--- config.mk ---
export PLATFORM = sky130hd
export DESIGN_NAME = memory_request_arbiter
export DESIGN_NICKNAME = d
export VERILOG_FILES = /design/src/rtl/memory_request_arbiter.sv
export SDC_FILE = /design/constraint.sdc
export NUM_CORES = 1
export LEC_CHECK = 0
export ABC_AREA = 1
export CAP_MARGIN = 0
export CORE_AREA = 5 5 232 234
export DETAILED_ROUTE_END_ITERATION = 12
export DIE_AREA = 0 0 237 239
export PLACE_DENSITY = 0.64
export SYNTH_ARGS = -nofsm -noshare
export SYNTH_HDL_FRONTEND = slang
export SYNTH_SLANG_ARGS = --single-unit
--- constraint.sdc ---
create_clock -name i_mem_clk -period 25.3 [get_ports i_mem_clk]
set_input_delay 7.59 -clock i_mem_clk [delete_from_list [all_inputs] [get_ports i_mem_clk]]
set_output_delay 7.59 -clock i_mem_clk [all_outputs]
set_load 0.02 [all_outputs]
--- src/rtl/memory_request_arbiter.sv ---
// memory_request_arbiter
//
// Purpose:
//   Shares one line-oriented memory controller between an instruction-fetch
//   port (read only) and a data port (read or write). A request is granted in
//   IDLE, its direction/address/write line are latched, and the transaction
//   runs through BUSY -> RELEASE -> ACK before the next one can start. Read
//   beats from the controller are collected into a two-beat line buffer that
//   both ports observe. Write beats are served to the controller from the
//   latched write line.
//
// Configuration macro:
//   ARB_FIXED_PRIORITY_EN  defined   : data port always wins a tie and there
//                                      is no last-grant register.
//                          undefined : round-robin between the two ports,
//                                      instruction port wins the first tie.
//
// Ports:
//   i_mem_clk, i_mem_rst     clock, asynchronous active-high reset
//   i_ic_req/i_ic_addr       instruction-port read request and line address
//   o_ic_ack/o_ic_rdata      instruction-port completion pulse and line
//   i_dc_req/i_dc_we         data-port request and write enable
//   i_dc_addr/i_dc_wdata     data-port line address and write line
//   o_dc_ack/o_dc_rdata      data-port completion pulse and line
//   o_mem_en/o_mem_we        transaction request and direction to controller
//   o_mem_addr               transaction line address
//   o_mem_rcv                one-cycle "completion received" pulse
//   i_mem_done               controller completion indication
//   i_rd_valid/i_rd_index    read beat strobe and beat index
//   i_rd_data                read beat data
//   i_wr_index/o_wr_data     write beat select and selected write beat

module memory_request_arbiter #(
  parameter int unsigned ADDR_W = 27,
  parameter int unsigned DATA_W = 64
) (
  input  logic                i_mem_clk,
  input  logic                i_mem_rst,

  input  logic                i_ic_req,
  input  logic [ADDR_W-1:0]   i_ic_addr,
  output logic                o_ic_ack,
  output logic [2*DATA_W-1:0] o_ic_rdata,

  input  logic                i_dc_req,
  input  logic                i_dc_we,
  input  logic [ADDR_W-1:0]   i_dc_addr,
  input  logic [2*DATA_W-1:0] i_dc_wdata,
  output logic                o_dc_ack,
  output logic [2*DATA_W-1:0] o_dc_rdata,

  output logic                o_mem_en,
  output logic                o_mem_we,
  output logic [ADDR_W-1:0]   o_mem_addr,
  output logic                o_mem_rcv,
  input  logic                i_mem_done,

  input  logic                i_rd_valid,
  input  logic                i_rd_index,
  input  logic [DATA_W-1:0]   i_rd_data,

  input  logic                i_wr_index,
  output logic [DATA_W-1:0]   o_wr_data
);

  typedef enum logic [1:0] {
    StIdle    = 2'd0,
    StBusy    = 2'd1,
    StRelease = 2'd2,
    StAck     = 2'd3
  } state_e;

  state_e                state_q;

  // Latched transaction attributes.
  logic                  grant_dc_q;
  logic                  we_q;
  logic [ADDR_W-1:0]     addr_q;
  logic [2*DATA_W-1:0]   wdata_q;

  // Registered handshake outputs.
  logic                  mem_en_q;
  logic                  mem_rcv_q;
  logic                  ic_ack_q;
  logic                  dc_ack_q;

  // Two-beat read line buffer; beats may land in either order.
  logic [DATA_W-1:0]     beat0_q;
  logic [DATA_W-1:0]     beat1_q;

  // Arbitration decision for the current IDLE cycle.
  logic                  grant_dc;

`ifdef ARB_FIXED_PRIORITY_EN
  always_comb begin
    grant_dc = i_dc_req;
  end
`else
  // Set when the data port held the most recent grant.
  logic                  last_dc_q;

  // A lone request wins outright; on a tie the port not granted last wins.
  always_comb begin
    grant_dc = i_dc_req & (~i_ic_req | ~last_dc_q);
  end
`endif

  always_ff @(posedge i_mem_clk or posedge i_mem_rst) begin
    if (i_mem_rst) begin
      state_q    <= StIdle;
      grant_dc_q <= 1'b0;
      we_q       <= 1'b0;
      addr_q     <= '0;
      wdata_q    <= '0;
      mem_en_q   <= 1'b0;
      mem_rcv_q  <= 1'b0;
      ic_ack_q   <= 1'b0;
      dc_ack_q   <= 1'b0;
      beat0_q    <= '0;
      beat1_q    <= '0;
`ifndef ARB_FIXED_PRIORITY_EN
      last_dc_q  <= 1'b1;
`endif
    end else begin
      // Read beats are captured regardless of state.
      if (i_rd_valid) begin
        if (i_rd_index) begin
          beat1_q <= i_rd_data;
        end else begin
          beat0_q <= i_rd_data;
        end
      end

      unique case (state_q)
        StIdle: begin
          mem_rcv_q <= 1'b0;
          ic_ack_q  <= 1'b0;
          dc_ack_q  <= 1'b0;
          if (i_ic_req || i_dc_req) begin
            grant_dc_q <= grant_dc;
            we_q       <= grant_dc & i_dc_we;
            addr_q     <= grant_dc ? i_dc_addr : i_ic_addr;
            wdata_q    <= grant_dc ? i_dc_wdata : '0;
            mem_en_q   <= 1'b1;
`ifndef ARB_FIXED_PRIORITY_EN
            last_dc_q  <= grant_dc;
`endif
            state_q    <= StBusy;
          end
        end

        StBusy: begin
          if (i_mem_done) begin
            mem_en_q  <= 1'b0;
            mem_rcv_q <= 1'b1;
            state_q   <= StRelease;
          end
        end

        StRelease: begin
          mem_rcv_q <= 1'b0;
          ic_ack_q  <= ~grant_dc_q;
          dc_ack_q  <= grant_dc_q;
          state_q   <= StAck;
        end

        StAck: begin
          ic_ack_q <= 1'b0;
          dc_ack_q <= 1'b0;
          state_q  <= StIdle;
        end

        default: begin
          mem_en_q  <= 1'b0;
          mem_rcv_q <= 1'b0;
          ic_ack_q  <= 1'b0;
          dc_ack_q  <= 1'b0;
          state_q   <= StIdle;
        end
      endcase
    end
  end

  assign o_mem_en   = mem_en_q;
  assign o_mem_we   = we_q;
  assign o_mem_addr = addr_q;
  assign o_mem_rcv  = mem_rcv_q;
  assign o_ic_ack   = ic_ack_q;
  assign o_dc_ack   = dc_ack_q;

  // Both ports see the same buffer; contents only matter while acked.
  assign o_ic_rdata = {beat1_q, beat0_q};
  assign o_dc_rdata = {beat1_q, beat0_q};

  assign o_wr_data  = i_wr_index ? wdata_q[2*DATA_W-1:DATA_W] : wdata_q[DATA_W-1:0];

endmodule
; ---- Word-level counts from Yosys, hierarchy flattened
; Cells that the tools add are included.
[op_classes]
n_eq_ne = 5
n_mux = 13
bitwise_logic = 7
n_reduce_logical = 13
[ops]
columns = op, count
row1 = $mux 128, 1
row2 = $mux 64, 1
row3 = $mux 27, 1
row4 = $reduce_and 2->1, 5
row5 = $pmux 1 s2, 4
row6 = $pmux 2 s4, 1
row7 = $reduce_bool 2->1, 3
row8 = $eq 2x2->1 const B, 2
row9 = $mux 2, 2
row10 = $ne 2x2->1 const B, 2
row11 = $not 1->1, 4
row12 = $reduce_or 2->1, 2
row13 = $mux 1, 3
row14 = $reduce_and 3->1, 1
row15 = $and 1x1->1, 2
row16 = $eq 2x1->1 const B, 1
row17 = $logic_not 2->1, 1
row18 = $logic_or 1x1->1, 1
row19 = $or 1x1->1, 1
[totals]
reg_bits = 292
in_bits = 255
output_inout_bits = 352
wordCells = 50

; ---- Logic depth before layout (Yosys ltp)
; Gate-level depths: netlist of run 1.
[logic_depth]
ltp_word = 4
mapped_depth = 9
depth_no_buf = 7

; ---- Worst setup path after synthesis of run 1
; Ideal clock, no wire load.
[synth_path]
kind = input to output
start = input i_wr_index
end = output o_wr_data[57]
arrival_time_ns = 8.421
t_required_ns = 17.710
slack_ns = 9.289
cell_stages = 3
path_buffers = 2
path_cell_list = buf_2 -> clkbuf_1 -> o21ai_0
[synth_between]
elab_chain_cells = 1
[synth_lines]
columns = item, line
row1 = from (decl), 62  ; input logic i_wr_index,
row2 = $mux 64, 195  ; assign o_wr_data = i_wr_index ? wdata_q[2*DATA_W-1:DATA_W] : wdata_q[DATA_W-1:0];
row3 = to (decl), 63  ; output logic [DATA_W-1:0] o_wr_data
; Every way passes these cells.

; ---- Worst setup path after layout of run 1
[layout_path]
start = input i_wr_index
end = output o_wr_data[51]
; The elaborated chain is that of the path after synthesis.

==> results of run 1 <==
==> worst min path at each step <==
stage                          startpoint                         end  cells past startpoint
2_1_floorplan      grant_dc_q$_DFFE_PP0P_        o_ic_ack$_DFFE_PP0P_                      1
3_3_place_gp   o_mem_addr[10]$_DFFE_PP0P_  o_mem_addr[10]$_DFFE_PP0P_                      2
3_5_place_dp     wdata_q[119]$_DFFE_PP0P_    wdata_q[119]$_DFFE_PP0P_                      2
4_1_cts          wdata_q[119]$_DFFE_PP0P_    wdata_q[119]$_DFFE_PP0P_                      2
5_1_grt         o_mem_addr[7]$_DFFE_PP0P_   o_mem_addr[7]$_DFFE_PP0P_                      2
6_report         wdata_q[120]$_DFFE_PP0P_    wdata_q[120]$_DFFE_PP0P_                      2
==> flip-flops by register name, indices dropped and copies added, names as in the netlist <==
signal / flops
wdata_q: 128
beat0_q: 64
beat1_q: 64
o_mem_addr: 27
state_q: 2
grant_dc_q: 1
last_dc_q: 1
o_dc_ack: 1
o_ic_ack: 1
o_mem_en: 1
o_mem_rcv: 1
o_mem_we: 1
==> layout by cell type, fill, tap and decap left out <==
cell	Yosys	final
nor2_4	3	3
diode_2	0	2
o21ai_0	225	225
ha_1	5	5
nand2_1	551	549
nand3_1	29	29
inv_6	0	3
dfrtp_1	291	291
clkbuf_1	40	9
nand2_4	2	4
a21oi_1	1	1
clkinv_4	0	1
clkinv_2	0	8
nand4_1	1	1
inv_8	0	1
buf_4	138	12
inv_1	167	166
clkbuf_8	0	6
clkdlybuf4s50_1	0	605
bufinv_16	0	1
nor2_1	1	1
o21ai_1	35	35
clkbuf_16	0	35
dfstp_2	1	1
nand3b_1	27	27
==> cell type report <==
class / count / area, um^2 / share of cell area [%]
antenna: 2 / 5.00 / 0.0251
clock buffer: 50 / 992 / 4.98
clock inverter: 12 / 100 / 0.503
inverter: 168 / 639 / 3.21
multi-input combinational: 880 / 3870 / 19.4
sequential: 292 / 7310 / 36.7
tap: 688 / 861 / 4.32
timing repair buffer: 617 / 6150 / 30.9
==> per-layer routing <==
layer / track usage, % / part of all wire, % / vias up
met4: 5.82 / 3.6 / 8
met3: 6.31 / 9.7 / 84
li1: - / - / 5552
met1: 19.7 / 38 / 5515
met2: 28.8 / 49 / 517
met5: 0 / 0.11 / -
==> kinds of logic after synthesis <==
family	share of synthesized area [%]
adder cells (fa/ha/maj)	0.474
flip-flops	55.4
AO/OA/AOI/OAI	9.90
buffers and inverters	15.4
AND/OR/NAND/NOR	18.8
==> stage by stage <==
step	cell area (um^2)	instances
final	19900	2709
after global routing	19900	2709
after CTS	19900	2707
after detailed placement	18800	2645
after global placement	18800	2645
after floorplan	13200	1551
==> tightest hold or removal path: cells and delay by family, from the launching register on <==
kind	cells	cell delay (ps)
DFF	1	340
and+or+nand+nor	2	100
==> power groups by stage <==
stage	combinational, mW	clock, mW	sequential [mW]
after floorplan	0.369	0	0.721
after global placement	0.734	0	0.681
after detailed placement	0.744	0	0.681
after CTS	0.745	0.501	0.678
after global routing	0.798	0.523	0.691
final	0.732	0.484	0.677
==> reports/qor.csv, run 1 <==
stage,metric,value,unit
pwr,Sw Ratio,37.1,%
place,DP HPWL,38200,um
clock_tree,Num CTS Buffers,35,
clock_tree,H-Tree Depth,2,
yosys,Synth Register Bits,292,
die,die area,56600,um^2
sta,relative slew slack,25.3,%
clock_tree,Skew-Pair Late Insertion Delay,530,ps
clock_tree,Longest Clk Path Bufs,3,
clock_tree,clk slew on worst S/H paths,50,ps
critical_path,"slowest stage delay, CP",630,ps
pwr,clock group share of total power,25.6,%
run,Max-Cap Viols,0,
yosys,"Top FF cell, synth",dfrtp_1,
drt,Total Wirelength,49900,um
sta,RSZ-0062 raised after global routing,no,
critical_path,"slowest stage cell, crit path",buf_4,
yosys,"EDFF count, synth",0,
status,status,"finished, final reports clean",
grt,first-pass GRT wire length,74400,um
yosys,"top cells by area, synth","dfrtp_1 55%, nand2_1 16%, o21ai_0 8.5%, buf_4 7.9%, inv_1 4.8%",
grt,Overflow after GRT,0,
sta,Period minus WS final,17090,ps
pwr,Worst VDD drop,0.0629,mV
clock_tree,CTS tree,built,
grt,gr usage total,16.9,%
drt,Final ANT Viol Nets,0,
critical_path,critical-path cell list,"buf_4, buf_4, nand2_1, o21ai_0, clkdlybuf4s50_1",
drt,post-DR wirelength/cell,18.4,um
sta,"Slew Viols, Final",0,
yosys,syn nets,1811,
critical_path,R2R cell count,6,
yosys,"area leader, netlist",dfrtp_1,
yosys,post-synth top area share,55.2,%
clock_tree,Sinks on Clock Net,292,
sta,Clock Skew,7.95,ps
layout,end-of-flow core utilization,38.4,%
pwr,Sw Pwr,0.702,mW
clock_tree,Clock Tree Root,clkbuf_16,
critical_path,CP Launch Type,primary input,
die,Initial Util,25.5,%
pwr,Pwr per Cell Area,95.0,nW/um^2
place,"worst slack, placed",8240,ps
yosys,sequential-to-total area share from yosys stat,55.4,%
sta,hold_ws,476,ps
critical_path,worst reg2reg path endpoint,wdata_q[104]$_DFFE_PP0P_,
sta,setup ws final,8210,ps
critical_path,WP data required,17710,ps
die,Core Region,51800,um^2
yosys,synth cell count leaders,"551 x nand2_1, 291 x dfrtp_1, 225 x o21ai_0",
drt,vias per cell,4.31,
sta,final setup fails,0,
layout,area grow syn2layout,51.0,%
clock_tree,Post-CTS Setup Bufs,0,
drt,via count,11676,
yosys,top-count cell post-synth,nand2_1,
die,Die Wd,237,um
critical_path,WS Path Type,in2out,
grt,initial antenna violation count,7,
critical_path,family with the most delay on the worst path,buffers and inverters,
critical_path,"Arr. time, crit path",9500,ps
critical_path,CP Max Fanout,86,
layout,Layout fillers,5199,
yosys,Syn Area/Cell,8.50,um^2
die,Die H,239,um
pwr,internal power,1.19,mW
yosys,fraction of registers with async set/reset,100,%
drt,Remaining DRCs,0,
die,io pins,607,
die,Placement Rows,84,
critical_path,instance count on the critical path,5,
critical_path,CP endpoint,o_wr_data[51],
clock_tree,post-CTS sizing,0,
critical_path,Worst Path Buf+Inv,3,
critical_path,Critical path origin,i_wr_index,
critical_path,worst reg-to-reg setup slack,22240,ps
pwr,Reg power frac,35.8,%
sta,Tcrit/Tclk final,67.5,%
yosys,Gate Count Post-Synth,1551,
drt,DR pass1 iterations,5,
sta,Fin. Hold Viols,0,
sta,Worst Tran Pin Value,1120,ps
pwr,Pwr Total,1.89,mW
place,IO buf count,606,
critical_path,CP dominant cell by count,buf_4,
grt,largest net degree at the start of global routing,102,
drt,starting DRC count in detailed routing,565,
pwr,Logic pwr share,38.7,%
yosys,Mapped Area,13200,um^2
grt,vias in the first global route,11911,
pwr,LEAKAGE,9.15,nW
layout,layout cells sized above 1,3.71,%
worst_hold_path,min-delay worst type,reg2reg,
yosys,post-synth cell types,20,
critical_path,Setup crit end kind,output pin,
clock_tree,Hold Buf Count CTS,0,
layout,Final nets,2254,
sta,FMAX,0.0585,GHz
place,routability cong.,0.925,
critical_path,Critical R2R Launch,last_dc_q$_DFFE_PP1P_,
sta,final total negative setup slack,0,ps
yosys,YS warnings,0,
Note: power is estimated with default switching activity, not from simulation.
==> inputs of run 2 (changes only) <==
--- a/config.mk
+++ b/config.mk
@@ -10,7 +10,7 @@
 export CORE_AREA = 5 5 232 234
 export DETAILED_ROUTE_END_ITERATION = 12
 export DIE_AREA = 0 0 237 239
-export PLACE_DENSITY = 0.64
+export PLACE_DENSITY = 0.66
 export SYNTH_ARGS = -nofsm -noshare
 export SYNTH_HDL_FRONTEND = slang
 export SYNTH_SLANG_ARGS = --single-unit
==> constraint.sdc (replaced) <==
create_clock -name i_mem_clk -period 15.3 [get_ports i_mem_clk]
set_input_delay 4.59 -clock i_mem_clk [delete_from_list [all_inputs] [get_ports i_mem_clk]]
set_output_delay 4.59 -clock i_mem_clk [all_outputs]
set_load 0.02 [all_outputs]
==> reports/qor.csv, run 2 (synthesized netlist as in run 1, its figures left out) <==
stage,metric,value,unit
critical_path,Critical R2R Launch,last_dc_q$_DFFE_PP1P_,
pwr,Pwr per Cell Area,159,nW/um^2
die,io pins,607,
sta,FMAX,0.0900,GHz
die,die area,56600,um^2
worst_hold_path,min-delay worst type,reg2reg,
layout,footprint of the multi-input gates,3870,um^2
grt,initial antenna violation count,5,
sta,hold_ws,478,ps
critical_path,Critical path origin,i_wr_index,
drt,vias per cell,4.28,
critical_path,"Arr. time, crit path",6520,ps
clock_tree,clk slew on worst S/H paths,60,ps
clock_tree,Longest Clk Path Bufs,3,
layout,Final nets,2251,
grt,Overflow after GRT,0,
clock_tree,Num CTS Buffers,35,
die,Placement Rows,84,
critical_path,"slowest stage cell, crit path",clkdlybuf4s50_1,
place,routability cong.,0.856,
critical_path,CP Max Fanout,97,
layout,area grow syn2layout,51.7,%
drt,via count,11571,
place,DP HPWL,37500,um
layout,layout cells sized above 1,3.72,%
pwr,LEAKAGE,9.19,nW
clock_tree,CTS tree,built,
sta,final setup fails,0,
die,Core Region,51800,um^2
pwr,Pwr Total,3.19,mW
sta,Fin. Hold Viols,0,
drt,DR pass1 iterations,4,
sta,Worst Tran Pin Value,1020,ps
status,status,"finished, final reports clean",
pwr,Worst VDD drop,0.107,mV
critical_path,CP Launch Type,primary input,
critical_path,worst reg-to-reg setup slack,12360,ps
sta,Tcrit/Tclk final,72.6,%
layout,Largest regs,"wdata_q x128, beat0_q x64, beat1_q x64",
layout,Storage cell area,7310,um^2
drt,post-DR wirelength/cell,18.3,um
critical_path,WS Path Type,in2out,
grt,gr usage total,16.6,%
clock_tree,Skew-Pair Late Insertion Delay,530,ps
place,Placed Instance Area,18800,um^2
die,Die H,239,um
layout,end-of-flow core utilization,38.6,%
critical_path,WP data required,10710,ps
grt,vias in the first global route,11747,
layout,"commonest non-fill, non-tap cell in the layout",clkdlybuf4s50_1,
layout,Reg with most FFs,wdata_q,
layout,final instance area,20000,um^2
clock_tree,Clock Tree Root,clkbuf_16,
worst_hold_path,Worst Min Path Start,o_mem_addr[4]$_DFFE_PP0P_,
critical_path,"slowest stage delay, CP",680,ps
clock_tree,H-Tree Depth,2,
critical_path,Setup crit end kind,output pin,
critical_path,critical-path cell list,"buf_4, buf_4, nand2_1, o21ai_0, clkdlybuf4s50_1",
clock_tree,post-CTS sizing,0,
grt,first-pass GRT wire length,73100,um
die,Initial Util,25.5,%
layout,most frequent cells in the layout,"605 x clkdlybuf4s50_1, 549 x nand2_1, 291 x dfrtp_1",
run,Max-Cap Viols,0,
sta,final total negative setup slack,0,ps
critical_path,CP dominant cell by count,buf_4,
grt,largest net degree at the start of global routing,167,
drt,starting DRC count in detailed routing,631,
drt,Total Wirelength,49500,um
layout,Layout fillers,5193,
sta,RSZ-0062 raised after global routing,no,
sta,relative slew slack,31.8,%
drt,Remaining DRCs,0,
drt,Final ANT Viol Nets,0,
sta,"Slew Viols, Final",0,
clock_tree,Post-CTS Setup Bufs,0,
sta,Period minus WS final,11110,ps
layout,Largest register FFs,128,
place,IO buf count,606,
clock_tree,Hold Buf Count CTS,0,
sta,Clock Skew,17.2,ps
die,Die Wd,237,um
clock_tree,Sinks on Clock Net,292,
-- run 2: critical path: cells and delay by family --
| kind | cells | cell delay [ps] |
|---|---|---|
| buf+inv | 3 | 1570 |
| compound gates | 1 | 120 |
| simple gates | 1 | 100 |
-- run 2: power by group --
group          internal (mW)  switching, mW
clock network          0.534          0.334
registers              0.987          0.132
logic                  0.509          0.695
total                   2.03           1.16
-- run 2: final timing paths --
| check | to | depth (start not counted) |
|---|---|---|
| max in group asynchronous | o_mem_addr[0]$_DFFE_PP0P_ | 3 |
| setup / recovery | o_wr_data[50] | 5 |
| min in group asynchronous | beat1_q[51]$_DFFE_PP0P_ | 2 |
| hold / removal | o_mem_addr[4]$_DFFE_PP0P_ | 2 |
| setup reg to reg | wdata_q[4]$_DFFE_PP0P_ | 6 |
| hold reg to reg | o_mem_addr[4]$_DFFE_PP0P_ | 2 |
-- run 2: metrics by stage --
stage / worst slack, ps / cells
after global placement: 4340 / 2642
after detailed placement: 4240 / 2642
after global routing: 4060 / 2706
final: 4190 / 2706
after floorplan: 2650 / 1551
after CTS: 4230 / 2705
-- run 2: layout make-up --
type / instances / area share, %
clock inverters: 14 / 0.888
diodes: 1 / 0.0125
well taps: 688 / 4.30
multi-input cells: 880 / 19.3
inverters: 168 / 3.19
clock buffers: 49 / 5.10
flip-flops and latches: 292 / 36.5
repair buffers: 614 / 30.7
-- run 2: per-layer routing --
| layer | wire length, um | global-route usage (%) | vias up |
|---|---|---|---|
| met5 | 21 | 0 | - |
| met4 | 1670 | 5.74 | 4 |
| met3 | 4300 | 5.50 | 81 |
| met1 | 18900 | 19.4 | 5465 |
| met2 | 24600 | 28.6 | 487 |
| li1 | - | - | 5534 |
